## src/rtl/dmem_pkg.sv

```systemverilog
// dmem_pkg
//   Shared definitions for the data-memory port master: default address and
//   word widths, the burst-length field width and the controller state type.
package dmem_pkg;

  localparam int N_DEF  = 17;  // request/response data width
  localparam int AW_DEF = 12;  // memory address width
  localparam int DW_DEF = 12;  // memory word width
  localparam int LEN_W  = 4;   // burst length field width (length minus 1)

  typedef enum logic [1:0] {
    IDLE       = 2'd0,
    WRITE      = 2'd1,
    RD_ISSUE   = 2'd2,
    RD_CAPTURE = 2'd3
  } dmem_state_t;

endpackage

```

## src/rtl/dmem_addr_gen.sv

```systemverilog
// dmem_addr_gen
//   Burst address incrementer and beat counter for the data-memory port
//   master. Used only when DMEM_BURST_EN is defined.
//
//   clk, rst_n   clock, asynchronous active-low reset
//   start        load accepted: load start address and burst length
//   start_addr   first address of the burst
//   len          burst length minus 1
//   adv          one beat issued this cycle; step to the next address
//   next_addr    address of the following beat (wraps modulo 2^AW)
//   last         the beat currently being issued is the final one
module dmem_addr_gen
  import dmem_pkg::*;
#(
  parameter int AW = AW_DEF
) (
  input  logic             clk,
  input  logic             rst_n,
  input  logic             start,
  input  logic [AW-1:0]    start_addr,
  input  logic [LEN_W-1:0] len,
  input  logic             adv,
  output logic [AW-1:0]    next_addr,
  output logic             last
);

  logic [LEN_W-1:0] beats_left;

  always_ff @(posedge clk or negedge rst_n) begin
    if (!rst_n) begin
      next_addr  <= '0;
      beats_left <= '0;
    end else if (start) begin
      // The first address goes out directly from the request, so the
      // incrementer is already one ahead.
      next_addr  <= start_addr + AW'(1);
      beats_left <= len;
    end else if (adv && (beats_left != '0)) begin
      next_addr  <= next_addr + AW'(1);
      beats_left <= beats_left - LEN_W'(1);
    end
  end

  assign last = (beats_left == '0);

endmodule

```

## src/rtl/dmem_port_master.sv

```systemverilog
// dmem_port_master
//   Core-side initiator for one data-memory port. Takes load/store requests
//   over a valid/ready handshake, drives the memory write_en/addr/datain,
//   captures the registered dataout and returns it as a one-cycle pulse.
//
//   Optional feature macro: DMEM_BURST_EN (adds req_len and burst loads).
//
//   clk, rst_n       clock, asynchronous active-low reset
//   req_valid/ready  request handshake (ready only in IDLE)
//   req_write        1 = store, 0 = load
//   req_addr         word address
//   req_wdata        store data (low DW bits reach memory)
//   req_len          burst length minus 1 (DMEM_BURST_EN only)
//   rsp_valid        one-cycle response pulse, no backpressure
//   rsp_rdata        zero-extended load data, held between pulses
//   rsp_last         final beat of the access, qualified by rsp_valid
//   mem_write_en     memory write enable
//   mem_addr         memory address
//   mem_datain       memory write data
//   mem_dataout      registered memory read data
module dmem_port_master
  import dmem_pkg::*;
#(
  parameter int N  = N_DEF,
  parameter int AW = AW_DEF,
  parameter int DW = DW_DEF
) (
  input  logic             clk,
  input  logic             rst_n,
  input  logic             req_valid,
  output logic             req_ready,
  input  logic             req_write,
  input  logic [AW-1:0]    req_addr,
  input  logic [N-1:0]     req_wdata,
`ifdef DMEM_BURST_EN
  input  logic [LEN_W-1:0] req_len,
`endif
  output logic             rsp_valid,
  output logic [N-1:0]     rsp_rdata,
  output logic             rsp_last,
  output logic             mem_write_en,
  output logic [AW-1:0]    mem_addr,
  output logic [N-1:0]     mem_datain,
  input  logic [DW-1:0]    mem_dataout
);

  function automatic logic [N-1:0] zext(input logic [DW-1:0] d);
    return N'(d);
  endfunction

  dmem_state_t state;

  // Read data is valid on mem_dataout the cycle after an address was issued
  // in RD_ISSUE; these flags follow that beat to the response register.
  logic rd_vld_p1;
  logic issue_last;

  assign req_ready = (state == IDLE);

`ifdef DMEM_BURST_EN
  logic [AW-1:0] burst_addr;
  logic          rd_last_p1;
  logic          load_start;

  assign load_start = (state == IDLE) && req_valid && !req_write;

  dmem_addr_gen #(
    .AW (AW)
  ) u_addr_gen (
    .clk        (clk),
    .rst_n      (rst_n),
    .start      (load_start),
    .start_addr (req_addr),
    .len        (req_len),
    .adv        (state == RD_ISSUE),
    .next_addr  (burst_addr),
    .last       (issue_last)
  );
`else
  assign issue_last = 1'b1;
`endif

  always_ff @(posedge clk or negedge rst_n) begin
    if (!rst_n) begin
      state        <= IDLE;
      mem_write_en <= 1'b0;
      mem_addr     <= '0;
      mem_datain   <= '0;
      rsp_valid    <= 1'b0;
      rsp_last     <= 1'b0;
      rsp_rdata    <= '0;
      rd_vld_p1    <= 1'b0;
`ifdef DMEM_BURST_EN
      rd_last_p1   <= 1'b0;
`endif
    end else begin
      // ---- stage p1 -> response: capture returned word, complete stores
      rsp_valid <= rd_vld_p1 || (state == WRITE);
`ifdef DMEM_BURST_EN
      rsp_last  <= (rd_vld_p1 && rd_last_p1) || (state == WRITE);
      rd_last_p1 <= issue_last;
`else
      rsp_last  <= rd_vld_p1 || (state == WRITE);
`endif
      if (rd_vld_p1) rsp_rdata <= zext(mem_dataout);

      // ---- issue -> stage p1: address presented, data returns next cycle
      rd_vld_p1 <= (state == RD_ISSUE);

      mem_write_en <= 1'b0;
      case (state)
        IDLE: begin
          if (req_valid) begin
            mem_addr <= req_addr;
            if (req_write) begin
              mem_datain   <= req_wdata;
              mem_write_en <= 1'b1;
              state        <= WRITE;
            end else begin
              state <= RD_ISSUE;
            end
          end
        end
        WRITE: state <= IDLE;
        RD_ISSUE: begin
          if (issue_last) begin
            state <= RD_CAPTURE;
          end else begin
`ifdef DMEM_BURST_EN
            mem_addr <= burst_addr;
`endif
            state <= RD_ISSUE;
          end
        end
        RD_CAPTURE: state <= IDLE;
        default:    state <= IDLE;
      endcase
    end
  end

endmodule

```

## config.mk

```make
export PLATFORM = sky130hd
export DESIGN_NAME = dmem_port_master
export DESIGN_NICKNAME = d
export VERILOG_FILES = /design/src/rtl/dmem_pkg.sv /design/src/rtl/dmem_addr_gen.sv /design/src/rtl/dmem_port_master.sv
export SDC_FILE = /design/constraint.sdc
export NUM_CORES = 1
export LEC_CHECK = 0
export ABC_AREA = 1
export CAP_MARGIN = 10
export CORE_ASPECT_RATIO = 0.5
export CORE_MARGIN = 2
export CORE_UTILIZATION = 39
export DETAILED_ROUTE_END_ITERATION = 12
export PLACE_DENSITY_LB_ADDON = 0.05
export REMOVE_ABC_BUFFERS = 1
export SETUP_SLACK_MARGIN = 0.5
export SLEW_MARGIN = 20
export SYNTH_ARGS = -nofsm -noshare
export SYNTH_HDL_FRONTEND = slang
export SYNTH_SLANG_ARGS = --single-unit
```

## constraint.sdc

```tcl
create_clock -name clk -period 1.5 [get_ports clk]
set_clock_uncertainty 0.05 [all_clocks]
set_input_delay 0.45 -clock clk [delete_from_list [all_inputs] [get_ports clk]]
set_output_delay 0.45 -clock clk [all_outputs]
set_load 0.1 [all_outputs]
```

### After elaboration in Yosys (flattened, before gate mapping)

Index checks and enable logic that the tools add are counted.

* input bits: 45
* output and inout port bits: 50
* register bits: 46
* word-level logic and storage cells: 22

* equal/unequal tests: 4
* reduce and logical (&&, ||, !) cells: 5
* muxes and demuxes: 6

Operators with widths (number)
* 2-bit case mux with 3 select lines: 1
* 2-bit == test, second input constant: 2
* 2-bit 2-to-1 mux: 2
* 1-bit 2-to-1 mux: 3
* 3-bit AND reduction: 1
* 2-bit by 1-bit == test with 1-bit output, second input constant: 1
* 2-bit zero test: 1
* 2-bit inequality test, second input constant: 1
* 2-bit AND reduction: 1
* 2-bit OR reduction: 1
* 1-bit logical OR: 1

### Logic depth before layout (Yosys ltp)

* word-level depth: 3
* depth in mapped cells: 6
* mapped depth without buffers: 5

### Least setup slack after synthesis

OpenSTA, ideal clock, no wires.

* kind: reg-to-output
* start point: reg, netlist name rsp_last
* end point: out rsp_valid
* data arrival time: 1324 ps
* data required time: 1000 ps
* cell stages (with the launch flop): 2
* setup slack: -324 ps
* cells stage by stage: dfrtp_1 > buf_4

RTL lines
* end, declared: RTL line dmem_port_master.sv:38 `output logic rsp_valid,`

### Worst setup path after layout

* start point: reg state[1]
* end point: out req_ready

* word-level cells in the longest chain between the ends: 1

Ends and longest elaborated chain
* start, declared: RTL line dmem_port_master.sv:51 `dmem_state_t state;`
* start signal, assigned: RTL line dmem_port_master.sv:85 `state <= IDLE;`
* start signal, assigned: RTL line dmem_port_master.sv:118 `state <= WRITE;`
* start signal, assigned: RTL line dmem_port_master.sv:120 `state <= RD_ISSUE;`
* 2-bit zero test: RTL line dmem_port_master.sv:58 `assign req_ready = (state == IDLE);`
* end, declared: RTL line dmem_port_master.sv:31 `output logic req_ready,`

No other way between the ends.

==> results.ini <==
[timing]
maxSlewHeadroom=0.657
rsz0062_at_grt=true
worst_pin_slew_ns=0.514
fmax_mhz=622
setup_viol=2
finalCriticalPeriod_ns=1.61
finalCritPeriodShare=1.07
slew_viol_final=0
layout_setup_ws_ns=-0.108
hold_viol_final=0

[clocking]
cts_hold_buf=0
clockBufferDepth=2
cts_tree=done
ctsRootBufferMaster=clkbuf_8
worstSkewPairLatency_ns=0.30
cts.htree.levels=2
cts.sinks=46
clkTransAtPathRegs_ns=0.09
cts_buffers=5

[global_routing]
first_global_vias=1631
overflow=0
grt_pass1_wl_mm=7.51
busiest_layer=met2
grt_util_met3=0.0693
grt_max_degree=27
antenna_found_initial=0
met1_usage=0.234
use_met2=0.320
grt_usage=0.191

[critical_path]
rr_startpoint=state[1]$_DFFE_PN0P_
crit_required_ns=1.00
crit_type=reg2out
startpoint=state[1]$_DFFE_PN0P_
endpoint_kind=output port
path_max_fanout=2
worst_setup_path_start_kind=register
critical_path_arrival_ns=1.11

[outcome]
outcome=finished with violations
violations=negative setup slack

[final_layout]
syn_to_final_growth_pct=94.1
fin_util=0.797
layout.nets=360
fin_cells=373
antennaDiodeCount=0
drive_gt1_frac=0.285

[synthesis]
ys_ff_latch=46
ys_seq_area_frac=0.628
ys_warn_count=0
ys_types=15
netlist_instances=198
synth_area_per_cell_sq_um=9.26
synthesis.area_sq_um=1830

[floorplanning]
pin_count=95
core_sq_um=4470
initial_core_util=0.411
die_height_um=52.5
rows=17
die_area_sq_um=5300
die_w_um=101

[routing]
drtPass1Iterations=4
viasPerCell=4.59
num_vias=1713
drc=0
wl_mm=5.04
avgRoutedWirePerCell_um=13.5
antenna_left=0
drt-initial-drc-count=81

[place]
gp_congestion=0.717
pre_cts_slack_ns=-0.114
numPlacedInstances=344
dpl.hpwl_mm=3.57
numPortBuffers=89

[job]
cap_violations=0

[worst_hold_path]
hold_path.class=in2async

==> registers in the layout, summed over array words and instances (netlist names) <==
| register | cells |
|---|---|
| rd_vld_p1 | 1 |
| mem_datain | 17 |
| rsp_last | 1 |
| mem_write_en | 1 |
| rsp_rdata | 12 |
| state | 2 |
| mem_addr | 12 |
==> kinds of logic (layout without fill, tap and decap cells) <==
logic type	Yosys count	in the layout	synth area share
AO/OA/AOI/OAI	13	13	0.0368
buffers and inverters	31	144	0.0846
flip-flops	46	46	0.628
other	1	5	0.00204
AND/OR/NAND/NOR	107	108	0.249
==> cell usage after synthesis <==
| library cell | n | area [sq um] |
|---|---|---|
| nand2_1 | 75 | 282 |
| dfrtp_1 | 46 | 1150 |
| nand3_1 | 29 | 145 |
| inv_1 | 15 | 56.3 |
| o21ai_0 | 12 | 60.1 |
| buf_4 | 7 | 52.6 |
| buf_2 | 4 | 20.0 |
| clkbuf_1 | 3 | 11.3 |
| buf_6 | 1 | 11.3 |
| conb_1 | 1 | 3.75 |
| inv_2 | 1 | 3.75 |
| nand2_4 | 1 | 11.3 |
| nand3b_1 | 1 | 7.51 |
| nor2_4 | 1 | 11.3 |
| o21bai_1 | 1 | 7.51 |
==> area by class of cell <==
| cell class | count | area [sq um] |
|---|---|---|
| tap | 57 | 71.3 |
| multi-input combinational | 126 | 572 |
| sequential | 46 | 1150 |
| clock inverter | 3 | 18.8 |
| clock buffer | 5 | 68.8 |
| timing repair buffer | 120 | 1620 |
| inverter | 16 | 62.6 |
| fill | 296 | 906 |
==> final timing paths <==
check	slack, ns	cells after the start	end
max in group asynchronous	0.82	2	mem_datain[12]$_DFFE_PN0P_
worst min register to register	0.44	1	rsp_last$_DFF_PN0_
worst max-delay path	-0.11	2	req_ready
worst max register to register	0	8	mem_addr[8]$_DFFE_PN0P_
worst min-delay path	0.06	1	mem_datain[5]$_DFFE_PN0P_
min in group clk	0.44	1	rsp_last$_DFF_PN0_
==> cells in the final DEF, fill, tap and decap left out <==
cell type	instances
inv_4	1
buf_2	1
clkbuf_8	5
inv_6	1
clkdlybuf4s50_1	42
buf_6	3
o21ai_0	10
dfrtp_1	45
nand3_1	29
nand2_8	2
clkinv_2	2
dlymetal6s2s_1	1
inv_1	15
o21bai_1	1
buf_4	25
conb_1	5
buf_8	1
nor2_4	1
nand2_1	75
buf_12	47
nand3b_1	1
o21ai_1	2
dfrtp_2	1
==> repair_timing <==
item	CTS	global route
gates resized for setup	4	11
gates cloned	0	1
pin swaps	1	2
setup endpoints to repair	77	79
setup buffers	6	14
==> stage by stage <==
step                TNS (ns)  hold slack, ns  area (sq um)
floorplan             -13.43           0.104          1750
global placement       -1.08           0.384          3260
detailed placement     -1.76           0.389          3260
CTS                   -0.128          0.0664          3410
global route          -0.638          0.0830          3560
finish                -0.112          0.0624          3560
==> layer usage <==
layer,vias to the layer above,wire [um]
met3,4,358
li1,838,-
met4,0,20
met2,57,2460
met5,-,0
met1,814,2200
==> critical path, stage by stage (launching register included) <==
cell and delay, ns:
dfrtp_1 0.42, nor2_4 0.19, buf_12 0.20
Power is left out: the tool's default activity adds up to more than one toggle a clock period on the data nets, which glitch-free logic cannot reach.
